===== config.mk =====
export PLATFORM = sky130hd
export DESIGN_NAME = tilemap_write_scheduler
export DESIGN_NICKNAME = d
export VERILOG_FILES = /design/src/rtl/tilemap_write_scheduler.sv
export SDC_FILE = /design/constraint.sdc
export NUM_CORES = 1
export LEC_CHECK = 0
export ABC_AREA = 1
export BUFFER_PORTS_ARGS = -buffer_cell sky130_fd_sc_hd__clkbuf_2
export CAP_MARGIN = 30
export CELL_PAD_IN_SITES_DETAIL_PLACEMENT = 0
export CELL_PAD_IN_SITES_GLOBAL_PLACEMENT = 2
export CORE_UTILIZATION = 33
export CTS_CLUSTER_DIAMETER = 100
export DETAILED_ROUTE_END_ITERATION = 10
export GPL_TIMING_DRIVEN = 0
export PLACE_DENSITY_LB_ADDON = 0.1
export SKIP_CTS_REPAIR_TIMING = 1
export SLEW_MARGIN = 20
export SYNTH_ARGS = -nofsm -noshare
export SYNTH_HDL_FRONTEND = slang
export SYNTH_SLANG_ARGS = --single-unit

===== constraint.sdc =====
create_clock -name clk -period 6.4 [get_ports clk]
set_clock_uncertainty 0.1 [all_clocks]
set_input_delay 0.32 -clock clk [delete_from_list [all_inputs] [get_ports clk]]
set_output_delay 0.32 -clock clk [all_outputs]
set_load 0.05 [all_outputs]

===== src/rtl/tilemap_write_scheduler.sv =====
// Tilemap port-B write scheduler: arbitrates single-tile writes from game logic
// and the CPU, packs 8-bit tile IDs into 32-bit words via byte enables, and
// runs a whole-map fill engine that takes over the port once the pipeline drains.
module tilemap_write_scheduler #(
    parameter int MAP_WIDTH  = 40,
    parameter int MAP_HEIGHT = 30,
    parameter int MAP_WORDS  = MAP_WIDTH * MAP_HEIGHT / 4
) (
    input  logic        clk,
    input  logic        reset,
    input  logic        ga_valid,
    output logic        ga_ready,
    input  logic [5:0]  ga_x,
    input  logic [4:0]  ga_y,
    input  logic [7:0]  ga_tile,
    input  logic        cpu_valid,
    output logic        cpu_ready,
    input  logic [5:0]  cpu_x,
    input  logic [4:0]  cpu_y,
    input  logic [7:0]  cpu_tile,
    input  logic        fill_start,
    input  logic [7:0]  fill_tile,
    output logic        fill_busy,
    output logic        fill_done,
    output logic        oob_err,
    output logic        bram_en,
    output logic [3:0]  bram_we,
    output logic [10:0] bram_addr,
    output logic [31:0] bram_din
);

    localparam int CNT_W = $clog2(MAP_WORDS + 1);

    typedef enum logic {S_IDLE = 1'b0, S_FILL = 1'b1} state_t;

    state_t             state_q;
    logic               ptr_q;          // 0: game logic has priority, 1: CPU
    logic [CNT_W-1:0]   cnt_q;
    logic [7:0]         fill_tile_q;
    logic               fill_busy_q;
    logic               fill_done_q;
    logic               oob_err_q;
    logic               bram_en_q;
    logic [3:0]         bram_we_q;
    logic [10:0]        bram_addr_q;
    logic [31:0]        bram_din_q;

    logic               s1_vld_q;
    logic [5:0]         s1_x_q;
    logic [4:0]         s1_y_q;
    logic [7:0]         s1_tile_q;
    logic               s2_vld_q;
    logic [10:0]        s2_idx_q;
    logic               s2_oob_q;
    logic [7:0]         s2_tile_q;

    logic               idle;
    logic               grant_ga;
    logic               grant_cpu;
    logic               accept;
    logic [5:0]         sel_x_d;
    logic [4:0]         sel_y_d;
    logic [7:0]         sel_tile_d;
    logic [10:0]        idx_d;
    logic               oob_d;

    // Fill requests pre-empt same-cycle single requests; contention follows the pointer.
    assign idle       = (state_q == S_IDLE);
    assign grant_ga   = ga_valid && (!cpu_valid || !ptr_q);
    assign grant_cpu  = cpu_valid && (!ga_valid || ptr_q);
    assign ga_ready   = idle && !fill_start && grant_ga;
    assign cpu_ready  = idle && !fill_start && grant_cpu;
    assign accept     = ga_ready || cpu_ready;

    assign sel_x_d    = ga_ready ? ga_x : cpu_x;
    assign sel_y_d    = ga_ready ? ga_y : cpu_y;
    assign sel_tile_d = ga_ready ? ga_tile : cpu_tile;

    // Index wraps harmlessly for out-of-range coordinates; the oob flag suppresses the write.
    assign idx_d = 11'(s1_y_q) * 11'(MAP_WIDTH) + 11'(s1_x_q);
    assign oob_d = (s1_x_q >= 6'(MAP_WIDTH)) || (s1_y_q >= 5'(MAP_HEIGHT));

    assign fill_busy = fill_busy_q;
    assign fill_done = fill_done_q;
    assign oob_err   = oob_err_q;
    assign bram_en   = bram_en_q;
    assign bram_we   = bram_we_q;
    assign bram_addr = bram_addr_q;
    assign bram_din  = bram_din_q;

    // Pipeline payload registers; contents are meaningless unless the matching valid is set.
    always_ff @(posedge clk) begin
        if (accept) begin
            s1_x_q    <= sel_x_d;
            s1_y_q    <= sel_y_d;
            s1_tile_q <= sel_tile_d;
        end
        s2_idx_q  <= idx_d;
        s2_oob_q  <= oob_d;
        s2_tile_q <= s1_tile_q;
        if (idle && fill_start) begin
            fill_tile_q <= fill_tile;
        end
    end

    // Control FSM, pipeline valids, arbiter pointer and registered port-B outputs.
    always_ff @(posedge clk or negedge reset) begin
        if (!reset) begin
            state_q     <= S_IDLE;
            ptr_q       <= 1'b0;
            cnt_q       <= '0;
            s1_vld_q    <= 1'b0;
            s2_vld_q    <= 1'b0;
            fill_busy_q <= 1'b0;
            fill_done_q <= 1'b0;
            oob_err_q   <= 1'b0;
            bram_en_q   <= 1'b0;
            bram_we_q   <= 4'h0;
            bram_addr_q <= '0;
            bram_din_q  <= '0;
        end else begin
            bram_en_q   <= 1'b0;
            bram_we_q   <= 4'h0;
            bram_addr_q <= '0;
            bram_din_q  <= '0;
            oob_err_q   <= 1'b0;
            fill_done_q <= 1'b0;

            s1_vld_q <= accept;
            s2_vld_q <= s1_vld_q;
            if (accept) begin
                ptr_q <= ga_ready;
            end

            if (s2_vld_q) begin
                if (s2_oob_q) begin
                    oob_err_q <= 1'b1;
                end else begin
                    bram_en_q   <= 1'b1;
                    bram_we_q   <= 4'b0001 << s2_idx_q[1:0];
                    bram_addr_q <= {2'b00, s2_idx_q[10:2]};
                    bram_din_q  <= {4{s2_tile_q}};
                end
            end

            case (state_q)
                S_IDLE: begin
                    if (fill_start) begin
                        state_q <= S_FILL;
                        cnt_q   <= '0;
                    end
                end
                S_FILL: begin
                    // The first FILL cycle only raises busy; that gap lets the last
                    // single write leave the pipeline before word 0 is issued.
                    if (fill_busy_q && (cnt_q == CNT_W'(MAP_WORDS))) begin
                        state_q     <= S_IDLE;
                        fill_busy_q <= 1'b0;
                        fill_done_q <= 1'b1;
                    end else begin
                        fill_busy_q <= 1'b1;
                        if (fill_busy_q) begin
                            bram_en_q   <= 1'b1;
                            bram_we_q   <= 4'hF;
                            bram_addr_q <= 11'(cnt_q);
                            bram_din_q  <= {4{fill_tile_q}};
                            cnt_q       <= cnt_q + 1'b1;
                        end
                    end
                end
                default: state_q <= S_IDLE;
            endcase
        end
    end

endmodule


Word-level counts from Yosys, hierarchy flattened
Index checks and enable logic that the tools add are counted.

Add/subtract/negate cells: 2. Equality and inequality tests: 4. Shift operators: 1. Bitwise gates (word level): 1. Multiply operators: 1. Muxes and demuxes: 34. Order comparisons: 2. Reductions and logical operators: 16.

Operator list (number): 32-bit two-way mux (5); 9-bit two-way mux (5); 11-bit two-way mux (3); 4-bit two-way mux (5); 9-bit one-hot mux with 2 select lines (1); 11-bit by 6-bit adder with 11-bit output (1); 1-bit two-way mux (11); 9-bit by 1-bit adder with 9-bit output, second input constant (1); 9-bit equality test, second input constant (1); 5-bit by 3-bit multiplier with 8-bit output, second input constant (1); 8-bit two-way mux (1); 1-bit logical AND (7); 6-bit >= comparator, second input constant (1); 6-bit two-way mux (1); 5-bit >= comparator, second input constant (1); 5-bit two-way mux (1); 1-bit zero test (4); 1-bit logical OR (4); 2-bit inequality test, second input constant (2); 1-bit by 2-bit left shift with 4-bit output, first input constant (1); 3-bit AND reduction (1); 2-bit by 1-bit inequality test with 1-bit output, second input constant (1); 1-bit one-hot mux with 2 select lines (1); 1-bit NOT (1).

Output and inout port bits: 53. Word-level logic and storage cells: 80. Input bits: 51. Register bits: 111.

Depth between registers and ports, before layout
Depth in word-level cells: 6. Depth in mapped cells: 9.

Worst setup path after synthesis
OpenSTA, ideal clock, no wires.

Path type: register to register. From: register state_q. To: register s1_tile_q[0] (enable). Cell stages (with the launch flop): 7. Arrival: 2.090 ns. Setup slack: 3.833 ns. Library setup time: 0.377 ns. Buffers on the path: 0. Cell sequence: dfrtp_1 > inv_2 > nand2_1 > inv_1 > nand2_1 > a21oi_1 > or2_1.

Longest elaborated chain between the ends: 4.

Ends and longest elaborated chain: from (decl) (line 36) `state_t state_q;`; from (signal assigned) (line 109) `state_q <= S_IDLE;`; from (signal assigned) (line 149) `state_q <= S_FILL;`; from (signal assigned) (line 157) `state_q <= S_IDLE;`; 1-bit NOT; 1-bit logical AND (2 in a row) (line 72) `assign cpu_ready = idle && !fill_start && grant_cpu;`; via cpu_ready (line 17) `output logic cpu_ready,`; 1-bit logical OR (line 73) `assign accept = ga_ready || cpu_ready;`; via accept (line 60) `logic accept;`; to (signal assigned) (line 96) `s1_tile_q <= sel_tile_d;`; to (decl) (line 51) `logic [7:0] s1_tile_q;`.

The timed path passes the listed nets, and every way through them passes these cells. A chain may end at the register's enable or synchronous reset.

Worst setup path after layout
From: register s1_y_q[1]. To: register s2_idx_q[10].

Longest elaborated chain between the ends: 2.

Ends and longest elaborated chain: from (decl) (line 50) `logic [4:0] s1_y_q;`; from (signal assigned) (line 95) `s1_y_q <= sel_y_d;`; 5-bit by 3-bit multiplier with 8-bit output (line 80) `assign idx_d = 11'(s1_y_q) * 11'(MAP_WIDTH) + 11'(s1_x_q);`; 11-bit by 6-bit adder with 11-bit output (line 80); via idx_d[10] (line 64) `logic [10:0] idx_d;`; to (signal assigned) (line 98) `s2_idx_q <= idx_d;`; to (decl) (line 53) `logic [10:0] s2_idx_q;`.

The timed path passes the listed nets, and every way through them passes these cells.

==> flow_summary.json <==
{
  "crit_required_ns": 6.57,
  "worst_r2r_path_depth": 9,
  "maxSlewHeadroom_pct": 43.80,
  "n_antenna_cell": 0,
  "fmax_ghz": 0.4196,
  "period_minus_slack_ns": 2.383,
  "post_route_cells_drive_above_1_share_pct": 30.02,
  "arrival_ns": 2.55,
  "hold_viol_final": 0,
  "slowest_stage": "edfxtp_1",
  "grt_max_degree": 28,
  "htree_num_levels": 3,
  "ys_seq_area_share_pct": 57.39,
  "drc": 0,
  "die_y_um": 108.8,
  "antenna_found_initial": 0,
  "critical_path.top_delay_family": "adder cells",
  "routed_via_density": 4.169,
  "irDropWorstVdd_mv": 0.2112,
  "fin_tns_setup_ns": 0,
  "path_buf_inv": 1,
  "finalMaxSlewViolations": 0,
  "power-per-cell-area_nw_per_um2": 312.9,
  "num_vias": 2764,
  "ys.flop_type": "dfrtp_1",
  "post-route-period-util_pct": 37.24,
  "dr.pass1.iters": 4,
  "gp_congestion": 0.7557,
  "rrSetupSlack_ns": 4.02,
  "critical_path_class": "reg -> reg",
  "end_kind": "flop",
  "die-area_um2": 11850,
  "grt.total_usage_pct": 14.06,
  "min_path_cells": 1,
  "avgSynthCellArea_um2": 9.348,
  "synth_edf_count": 27,
  "syn_area_um2": 3767,
  "start_util_pct": 34.30,
  "syn_inst": 403,
  "insertion_delay_ns": 0.33,
  "cts_root_buf": "clkbuf_16",
  "dp_hpwl_mm": 6.256,
  "yosysWarnings": 0,
  "numCtsBuffers": 9,
  "ios": 104,
  "num_rows": 38,
  "clkSinkCount": 85,
  "die_w_um": 108.8,
  "cts_tree": "yes",
  "hold_path.class": "in -> reg",
  "worstMarginPinSlew_ns": 0.8430,
  "drt_iter0_drc": 43,
  "setup_viol": 0,
  "rsz0062_at_grt": "false",
  "status": "finished, final reports clean",
  "cpPeakStageDelay_ns": 0.45,
  "grt_overflow_total": 0,
  "grt_first_pass_wirelength_mm": 12.40,
  "ys_types": 29,
  "final_cell_mix": "127 x nand2_1, 101 x clkbuf_2, 41 x inv_1",
  "syn_to_final_growth_pct": 27.10,
  "num-fill-cells": 1118,
  "cp_cell_sequence": "ha_1, ha_1, inv_1, fa_1, nor2_1, o21ai_0, a21boi_0, nand2_1, nand2_1",
  "synthArstFlopShare_pct": 44.71,
  "path_clk_slew_ns": 0.07,
  "routed_wl_mm": 7.993,
  "r2r-end": "s2_idx_q[10]$_DFF_P_",
  "rr_startpoint": "s1_y_q[1]$_DFFE_PP_",
  "dpl_cell_area_um2": 4472,
  "ant_nets": 0,
  "first_global_vias": 2569,
  "design_area_um2": 4788,
  "hold_path_end": "fill_tile_q[3]$_DFFE_PP_",
  "layout_commonest_cell": "nand2_1",
  "startpoint_type": "flop",
  "p_leak_nw": 2.530,
  "final_nets": 582,
  "place.port_buffers": 101,
  "ys_ff_latch": 85,
  "wl_per_cell_um": 12.06,
  "crit_path_start": "s1_y_q[1]$_DFFE_PP_",
  "crit_fanout": 4,
  "fp.coreArea_um2": 10980,
  "clock_path_buffers": 2,
  "hold_start": "fill_tile[3]",
  "cap_violations": 0
}
## routing by layer
metal	routed length (um)	vias up	part of all wire, %	GRT usage, %
met5	0	-	0	0
met4	81	0	1.0	4.344
met3	394	5	4.9	4.005
met2	3817	72	48	23.42
met1	3700	1204	46	17.62
li1	-	1483	-	-
## power by group
| part | total, W | leakage (nW) | switching, W | internal [W] |
|---|---|---|---|---|
| combinational | 0.000332 | 1.48 | 0.000230 | 0.000102 |
| clock | 0.000528 | 0.152 | 0.000220 | 0.000308 |
| sequential | 0.000639 | 0.897 | 0.0000296 | 0.000609 |
| total | 0.00150 | 2.53 | 0.000479 | 0.00102 |
## cells in the mapped netlist, types with 2 or more instances
cell type	instances	area [um^2]
edfxtp_1	27	810.8
clkinv_1	2	7.510
xor2_1	4	35.03
nand2_1	127	476.7
inv_1	41	153.9
buf_8	2	30.03
fa_1	2	40.04
ha_1	11	137.6
o21ai_0	15	75.07
o31ai_1	4	30.03
a21oi_1	2	10.01
nand3_1	39	195.2
dfxtp_1	20	400.4
nor3b_1	2	15.01
buf_4	26	195.2
nor2_1	23	86.33
xnor2_1	2	17.52
dfrtp_1	38	950.9
buf_2	6	30.03
## final cells by class
type | instances | area [um^2] | area share (%)
sequential | 85 | 2162 | 45.15
multi-input combinational | 239 | 1174 | 24.51
timing repair buffer | 103 | 535.5 | 11.18
buffer | 36 | 270.3 | 5.644
clock buffer | 9 | 225.2 | 4.703
tap | 140 | 175.2 | 3.658
inverter | 44 | 165.2 | 3.449
clock inverter | 7 | 81.33 | 1.698
## state kept, by name, indices dropped and copies added, names as in the netlist, 4 cells and up
signal,cells
s2_tile_q,8
s1_tile_q,8
bram_addr,9
fill_tile_q,8
bram_din,8
s2_idx_q,11
bram_we,4
cnt_q,9
s1_y_q,5
s1_x_q,6
## cell families (layout without fill, tap and decap cells)
kind of cell | Yosys count | count (layout) | synth area share, %
simple gates | 196 | 196 | 21.59
flops | 85 | 85 | 57.39
buf+inv | 80 | 199 | 11.56
compound gates | 22 | 22 | 3.255
fa+ha+maj | 13 | 13 | 4.716
xor+xnor | 6 | 6 | 1.395
other cells | 1 | 2 | 0.09954
## through the flow
step	hold slack (ns)	util (%)	cells	total power, W	worst slack [ns]
4_1_cts	-0.2152	43.51	662	0.001518	3.989
5_1_grt	0.05659	43.60	663	0.001574	3.794
2_1_floorplan	-0.07559	-	404	0.0008946	3.833
3_3_place_gp	0.2238	40.53	645	0.0009822	4.028
6_report	0.05948	43.60	663	0.001498	4.017
3_5_place_dp	0.1406	40.72	646	0.0009865	4.006
## worst max-delay path by stage
stage	slack, ns	end	cells past startpoint
after floorplan	3.83	s1_tile_q[0]$_DFFE_PP_	6
after global placement	4.03	cnt_q[2]$_DFFE_PN0P_	5
after detailed placement	4.01	s2_idx_q[10]$_DFF_P_	9
after CTS	3.99	s2_idx_q[10]$_DFF_P_	9
after global routing	3.79	cnt_q[6]$_DFFE_PN0P_	5
final	4.02	s2_idx_q[10]$_DFF_P_	9
## worst reg2reg max path, cell delays in order, from the launching register on
cell	delay, ns
edfxtp_1	0.45
ha_1	0.33
ha_1	0.22
inv_1	0.08
fa_1	0.44
nor2_1	0.15
o21ai_0	0.15
a21boi_0	0.28
nand2_1	0.08
nand2_1	0.06
Note: power is estimated with default switching activity, not from simulation.
